$ cat src/rtl/mem_arb_pkg.sv
// rtl/mem_arb_pkg.sv - shared types and constants for the memory port arbiter
package mem_arb_pkg;

    typedef enum logic [1:0] {
        IDLE  = 2'd0,
        ISSUE = 2'd1,
        WAIT  = 2'd2,
        RESP  = 2'd3
    } state_t;

    localparam logic REQ_I = 1'b0;
    localparam logic REQ_D = 1'b1;

    // Low address bits that must be zero: fetches are word aligned, data is doubleword aligned
    localparam logic [2:0] I_ALIGN_MASK = 3'b011;
    localparam logic [2:0] D_ALIGN_MASK = 3'b111;

endpackage

$ cat src/rtl/mem_port_arbiter_prio.sv
// rtl/mem_port_arbiter_prio.sv - D-favoured fixed priority with an instruction-fetch starvation guard
module arb_prio_starve #(
    parameter int STARVE_LIMIT = 4
) (
    input  logic clk,
    input  logic rst_n,
    input  logic i_valid,
    input  logic d_valid,
    input  logic grant_en,
    output logic grant_i,
    output logic grant_d
);

    localparam int CW = $clog2(STARVE_LIMIT + 1);
    localparam logic [CW-1:0] LIMIT = CW'(STARVE_LIMIT);

    logic [CW-1:0] starve_cnt;
    logic          force_i;

    always_comb begin
        force_i = i_valid && (starve_cnt == LIMIT);
        grant_d = grant_en && d_valid && !force_i;
        grant_i = grant_en && i_valid && !grant_d;
    end

    // Counts D wins that happened while a fetch was waiting; any gap in i_valid forgives them
    always_ff @(posedge clk) begin
        if (!rst_n) begin
            starve_cnt <= '0;
        end else if (!i_valid || grant_i) begin
            starve_cnt <= '0;
        end else if (grant_d && (starve_cnt != LIMIT)) begin
            starve_cnt <= starve_cnt + CW'(1);
        end
    end

endmodule

$ cat src/rtl/mem_port_arbiter.sv
// rtl/mem_port_arbiter.sv - shares one single-port 64-bit memory between fetch (I) and load/store (D)
module mem_port_arbiter
    import mem_arb_pkg::*;
#(
    parameter int AW           = 64,
    parameter int MEM_LAT      = 1,
    parameter int STARVE_LIMIT = 4
) (
    input  logic          clk,
    input  logic          rst_n,
    input  logic          i_valid,
    output logic          i_ready,
    input  logic [AW-1:0] i_addr,
    output logic          i_resp_valid,
    output logic [31:0]   i_resp_inst,
    output logic          i_err,
    input  logic          d_valid,
    output logic          d_ready,
    input  logic          d_we,
    input  logic [AW-1:0] d_addr,
    input  logic [63:0]   d_wdata,
    input  logic [7:0]    d_wstrb,
    output logic          d_resp_valid,
    output logic [63:0]   d_resp_rdata,
    output logic          d_err,
    output logic          mem_req,
    output logic          mem_we,
    output logic [AW-4:0] mem_addr,
    output logic [63:0]   mem_wdata,
    output logic [7:0]    mem_wstrb,
    input  logic [63:0]   mem_rdata
);

    localparam int LW = $clog2(MEM_LAT + 1);

    state_t          state, state_n;
    logic            grant_en, grant_i, grant_d;
    logic            accept, misalign;
    logic [AW-1:2]   req_addr;
    logic            req_we;
    logic [63:0]     req_wdata;
    logic [7:0]      req_wstrb;
    logic            req_id;
    logic [LW-1:0]   lat_cnt;

    assign grant_en = rst_n && (state == IDLE);

    arb_prio_starve #(
        .STARVE_LIMIT (STARVE_LIMIT)
    ) u_prio (
        .clk      (clk),
        .rst_n    (rst_n),
        .i_valid  (i_valid),
        .d_valid  (d_valid),
        .grant_en (grant_en),
        .grant_i  (grant_i),
        .grant_d  (grant_d)
    );

    assign i_ready  = grant_i;
    assign d_ready  = grant_d;
    // A grant is only ever given to a requester that is valid, so grant == accept
    assign accept   = grant_i || grant_d;
    assign misalign = grant_d ? |(d_addr[2:0] & D_ALIGN_MASK)
                              : |(i_addr[2:0] & I_ALIGN_MASK);

    assign mem_req      = (state == ISSUE);
    assign mem_we       = mem_req && req_we;
    assign mem_wstrb    = mem_we ? req_wstrb : 8'h00;
    assign mem_addr     = req_addr[AW-1:3];
    assign mem_wdata    = req_wdata;
    assign i_resp_valid = (state == RESP) && (req_id == REQ_I);
    assign d_resp_valid = (state == RESP) && (req_id == REQ_D);

    always_comb begin
        state_n = state;
        case (state)
            IDLE:    if (accept) state_n = misalign ? RESP : ISSUE;
            ISSUE:   state_n = WAIT;
            WAIT:    if (lat_cnt == LW'(1)) state_n = RESP;
            RESP:    state_n = IDLE;
            default: state_n = IDLE;
        endcase
    end

    always_ff @(posedge clk) begin
        if (!rst_n) begin
            state        <= IDLE;
            req_addr     <= '0;
            req_we       <= 1'b0;
            req_wdata    <= '0;
            req_wstrb    <= '0;
            req_id       <= REQ_I;
            lat_cnt      <= '0;
            i_resp_inst  <= '0;
            i_err        <= 1'b0;
            d_resp_rdata <= '0;
            d_err        <= 1'b0;
        end else begin
            state <= state_n;
            case (state)
                IDLE: begin
                    if (accept) begin
                        req_id    <= grant_d ? REQ_D : REQ_I;
                        req_addr  <= grant_d ? d_addr[AW-1:2] : i_addr[AW-1:2];
                        req_we    <= grant_d && d_we;
                        req_wdata <= grant_d ? d_wdata : 64'h0;
                        req_wstrb <= grant_d ? d_wstrb : 8'h00;
                        // Misaligned requests skip memory; the error response is loaded now
                        if (misalign && grant_d) begin
                            d_err        <= 1'b1;
                            d_resp_rdata <= '0;
                        end else if (misalign) begin
                            i_err        <= 1'b1;
                            i_resp_inst  <= '0;
                        end
                    end
                end
                ISSUE: lat_cnt <= LW'(MEM_LAT);
                WAIT: begin
                    lat_cnt <= lat_cnt - LW'(1);
                    if (lat_cnt == LW'(1)) begin
                        if (req_id == REQ_D) begin
                            d_resp_rdata <= req_we ? 64'h0 : mem_rdata;
                            d_err        <= 1'b0;
                        end else begin
                            i_resp_inst  <= req_addr[2] ? mem_rdata[63:32] : mem_rdata[31:0];
                            i_err        <= 1'b0;
                        end
                    end
                end
                default: ;
            endcase
        end
    end

endmodule

$ cat config.mk
export PLATFORM = sky130hd
export DESIGN_NAME = mem_port_arbiter
export DESIGN_NICKNAME = d
export VERILOG_FILES = /design/src/rtl/mem_arb_pkg.sv /design/src/rtl/mem_port_arbiter_prio.sv /design/src/rtl/mem_port_arbiter.sv
export SDC_FILE = /design/constraint.sdc
export NUM_CORES = 1
export LEC_CHECK = 0
export ABC_AREA = 0
export BUFFER_PORTS_ARGS = -buffer_cell sky130_fd_sc_hd__buf_2
export CAP_MARGIN = 5
export CELL_PAD_IN_SITES_DETAIL_PLACEMENT = 2
export CELL_PAD_IN_SITES_GLOBAL_PLACEMENT = 2
export CORE_MARGIN = 3
export CORE_UTILIZATION = 25
export CTS_BUF_LIST = sky130_fd_sc_hd__clkbuf_16
export CTS_CLUSTER_DIAMETER = 80
export DETAILED_ROUTE_END_ITERATION = 6
export GPL_ROUTABILITY_DRIVEN = 1
export PLACE_DENSITY_LB_ADDON = 0.08
export SLEW_MARGIN = 5
export SYNTH_ARGS = -nofsm -noshare
export SYNTH_HDL_FRONTEND = slang
export SYNTH_SLANG_ARGS = --single-unit
$ cat constraint.sdc
create_clock -name clk -period 2.4 [get_ports clk]
set_clock_uncertainty 0.05 [all_clocks]
set_input_delay 0.36 -clock clk [delete_from_list [all_inputs] [get_ports clk]]
set_output_delay 0.36 -clock clk [all_outputs]
set_load 0.01 [all_outputs]
* After elaboration in Yosys (flattened, before gate mapping)
Cells that the tools add are included.
Cells by class: reductions and logical operators 27, equal/unequal tests 12, bitwise operators 2, multiplexer cells 35, add/sub/neg operators 2
Operators with widths (count):
- $mux 64 | 6
- $mux 32 | 6
- $pmux 64 s2 | 1
- $pmux 32 s2 | 1
- $mux 62 | 1
- $mux 8 | 2
- $logic_and 1x1->1 | 12
- $ne 2x2->1 const B | 6
- $mux 1 | 11
- $pmux 2 s4 | 1
- $mux 2 | 3
- $pmux 1 s2 | 3
- $reduce_and 6->1 | 1
- $reduce_and 5->1 | 1
- $eq 2x2->1 const B | 2
- $reduce_and 2->1 | 2
- $reduce_bool 2->1 | 2
- $reduce_or 2->1 | 2
- $add 3x1->3 const B | 1
- $eq 3x3->1 const B | 1
- $logic_not 1->1 | 3
- $ne 3x3->1 const B | 1
- $reduce_or 3->1 | 1
- $eq 2x1->1 const B | 1
- other kinds (5) | 7
Word-level totals: output and inout bits 237, word-level logic and storage cells 90, input bits 269, register bits after elaboration 240

* Longest topological paths before layout
word-level depth 9, depth in mapped cells 11, mapped depth without buffers 7

* Cells and area by module
Synthesis repeated with hierarchy kept, for this count alone.
Unflattened totals: cells, all modules 1203, area, all modules 10431.3 um2
By module, submodules not included:
- mem_port_arbiter | area each 10236.1 um2, instances 1, cells an instance 1180
- arb_prio_starve | area each 195.2 um2, instances 1, cells an instance 23

* Worst setup path after synthesis
Ideal clock, no wire load.
path type reg2out, from register state[0], to output port d_ready, cell stages (with the launch flop) 10, required time 1990 ps, arrival time 1559 ps, path buffers 4, setup slack 431 ps, cell sequence dfxtp_1 > inv_1 > ha_1 > buf_4 > and2_1 > buf_4 > nand3_2 > inv_2 > buf_4 > buf_2
Between the ends: longest elaborated chain between the ends 4
Ends and longest elaborated chain:
- start, declared | RTL line mem_port_arbiter.sv:36 | state_t state, state_n;
- start signal, assigned | RTL line mem_port_arbiter.sv:100 | state <= state_n;
- $logic_not 2->1 | RTL line mem_port_arbiter.sv:46 | assign grant_en = rst_n && (state == IDLE);
- $logic_and 1x1->1 | RTL line mem_port_arbiter.sv:46
- $logic_and 1x1->1 (2 in a row) | RTL line mem_port_arbiter_prio.sv:22 | grant_d = grant_en && d_valid && !force_i;
- end, declared | RTL line mem_port_arbiter.sv:18 | output logic d_ready,
Every way passes these cells.

* Worst setup path after layout
from register state[0], to register req_addr[57] (netlist bit)
Between the ends: longest elaborated chain between the ends 8, elaborated cells on any way between the ends 10
Ends and longest elaborated chain:
- $logic_not 2->1 * | RTL line mem_port_arbiter.sv:46, mem_port_arbiter.sv:101
- $logic_and 1x1->1 | RTL line mem_port_arbiter.sv:46
- $logic_and 1x1->1 (2 in a row) | RTL line mem_port_arbiter_prio.sv:22
- $logic_not 1->1 | RTL line mem_port_arbiter_prio.sv:23 | grant_i = grant_en && i_valid && !grant_d;
- $logic_and 1x1->1 | RTL line mem_port_arbiter_prio.sv:23
- $logic_or 1x1->1 | RTL line mem_port_arbiter.sv:63 | assign accept = grant_i || grant_d;
- $reduce_and 2->1 (no source line)
- end signal, assigned | RTL line mem_port_arbiter.sv:105 | req_addr <= grant_d ? d_addr[AW-1:2] : i_addr[AW-1:2];
- end, declared | RTL line mem_port_arbiter.sv:39 | logic [AW-1:2] req_addr;
Every way passes the cells marked *; elsewhere a longest branch is shown, timed or not. A chain may end at the register's enable or synchronous reset.

==> reports/metrics.yaml <==
power_leakage_nw: 7.22
synth.avg_cell_area_um2: 9.42
synth_edf_count: 0
critPathMaxFanout: 9
synth_ff_type: "dfxtp_1"
portBuffers: 505
worstSetupPathType: "register to register"
regArea_um2: 4810
fin_util_pct: 39.3
wl_per_cell_um: 21.5
vias_per_cell: 4.70
drc: 0
fp.dieH_um: 205
vias: 10266
crit_chain: "inv_1 > ha_1 > and2_4 > o21a_4 > buf_6 > o21ai_0 > a31oi_1 > dlygate4sd3_1"
post-route-min-period_ps: 2280
drv_slew: 0
dpl_cell_area_um2: 12400
ctsRootBufferMaster: "clkbuf_16"
path_clk_slew_ps: 60
cts_tree: "done"
setup-tns-final_ps: 0
total_power_w: 0.0133
fmax_mhz: 438
synth_cell_type_count: 36
yosys_warnings: 0
min_period_over_period_pct: 95.2
core.rowCount: 72
outcome: "complete, no violations"
peakVddDrop_uv: 557
die_width_um: 205
crit_path_end_kind: "register"
drt_first_pass_iters: 4
drtAntennaViolNets: 0
fill_cells: 4311
required_ps: 2790
yosysSeqAreaShare_pct: 48.4
r2r_slack_ps: 120
setup_violations: 0
grt_max_degree: 127
maxCapViolations: 0
synth.most_common_cell: "dfxtp_1"
slowest_delay_ps: 580
clockBufferDepth: 3
syn-num-nets: 1329
ys_async_sr_fraction_pct: 0
gp_congestion: 0.747
cts.sinks: 240
routed_wl_um: 47100
numCtsBuffers: 30
drt_iter0_drc: 443
synth_top_area_cell: "dfxtp_1"
grt_remaining_overflow: 0
core_um2: 38900
hold_violations: 0
synth_common_cells: "dfxtp_1 (240), nand2_1 (192), nor2b_1 (77)"
htreeDepth: 1
insertion_delay_ps: 560
synth_top_area_share_pct: 48.4
cp_slowest_cell: "dlygate4sd3_1"
grt_pass1_vias: 11335
nNetsFinal: 1911
grt_usage_pct: 20.6
hpwl_um: 30300
final_layout_size_suffix_gt1_share_pct: 37.4
tightest_slew_ps: 531
slew_headroom_pct: 64.6
cp-start-kind: "register"
power_density_nw_per_um2: 867
final_area_um2: 15300
antenna_found_initial: 12
syn-cell-area_um2: 9920
synth_cells: 1053
syn_to_final_growth_pct: 54.3
synth.area.top_cells: "dfxtp_1 (48%), nand2_1 (7.3%), a22o_1 (5.7%)"
top_level_ports: 506
multi_input_area_um2: 4210
crit_arrival_ps: 2670
grt_first_pass_wirelength_um: 68000
initial_core_util_pct: 25.5
ys_seq_elements: 240
dieArea_um2: 42100
min_path_type: "input port to register"
## logic make-up (layout without fill, tap and decap cells)
| family | Yosys count | count (layout) | synth area share, % |
|---|---|---|---|
| simple gates | 296 | 296 | 13.8 |
| compound gates | 283 | 284 | 19.9 |
| flops | 240 | 240 | 48.4 |
| buf+inv | 160 | 765 | 9.88 |
| mux | 67 | 67 | 7.16 |
| fa+ha+maj | 7 | 7 | 0.883 |
| other cells | 0 | 9 | 0 |
## final timing paths
path / from / to / cells after the start
worst min-delay path: i_addr[19] / req_addr[19] / 3
worst min register to register: i_resp_inst[21] / i_resp_inst[21] / 2
worst max register to register: state[0] / req_addr[57] / 8
worst max-delay path: state[0] / req_addr[57] / 8
## critical path, delay by kind of cell, from the launching register on
family	cells	cell delay, ps
buf+inv	3	810
fa+ha+maj	1	230
flops	1	350
compound gates	3	520
simple gates	1	210
## final cells by class
type | instances | share of cell area (%)
Sequential cell | 240 | 31.4
Timing Repair Buffer | 701 | 30.2
Multi-Input combinational cell | 654 | 27.5
Clock buffer | 31 | 5.07
Tap cell | 518 | 4.23
Clock inverter | 25 | 1.19
Inverter | 8 | 0.278
Antenna cell | 9 | 0.147
## cell usage in the layout, fill, tap and decap left out, types with 4 or more instances in the layout
master	netlist	layout
and3_1	8	8
buf_2	18	503
nand2_1	192	192
mux2i_1	35	35
clkinv_1	0	11
nor2b_1	77	77
a21oi_1	5	4
diode_2	0	9
nor2_1	6	5
dlygate4sd3_1	0	169
inv_1	7	13
o21ai_0	66	65
a22oi_1	74	74
mux2_2	32	32
ha_1	7	7
a31oi_1	63	63
clkbuf_16	0	33
dfxtp_1	240	238
buf_12	0	8
clkinv_2	0	4
buf_4	71	15
a22o_1	64	64
## metal layers
layer	part of all wire, %	GRT usage [%]	wire, um
met1	38	22.4	17800
met2	52	37.8	24300
met3	8.1	7.07	3810
met4	2.4	6.13	1120
met5	0.13	0	60
## flip-flops by register name, summed over array words and instances, names as in the netlist
signal,cells
d_err,1
d_resp_rdata,64
i_err,1
i_resp_inst,32
lat_cnt,1
mem_wdata,64
req_addr,62
req_id,1
req_we,1
req_wstrb,8
state,2
u_prio.starve_cnt,3
## timing repair
item                       4_1_cts  5_1_grt
resized for setup                9       10
setup buffers                    0        8
setup endpoints to repair        2       16
hold buffers                   169        0
gates cloned                     0        3
hold endpoints to repair       124        0
## per-stage QoR
| step | instances | hold slack [ps] | worst slack [ps] |
|---|---|---|---|
| after floorplan | 1053 | 423 | 431 |
| after global placement | 1941 | 393 | 311 |
| after detailed placement | 1941 | 406 | 235 |
| after CTS | 2166 | 0.0234 | 6.18 |
| after global routing | 2182 | 12.4 | -9.37 |
| final | 2186 | 26.9 | 116 |
## power breakdown
group	internal (W)	leakage [nW]	switching [W]
sequential	0.00451	1.95	0.000289
combinational	0.00174	4.78	0.00231
clock	0.00263	0.489	0.00179
total	0.00888	7.22	0.00439
Note: power is estimated with default switching activity, not from simulation.
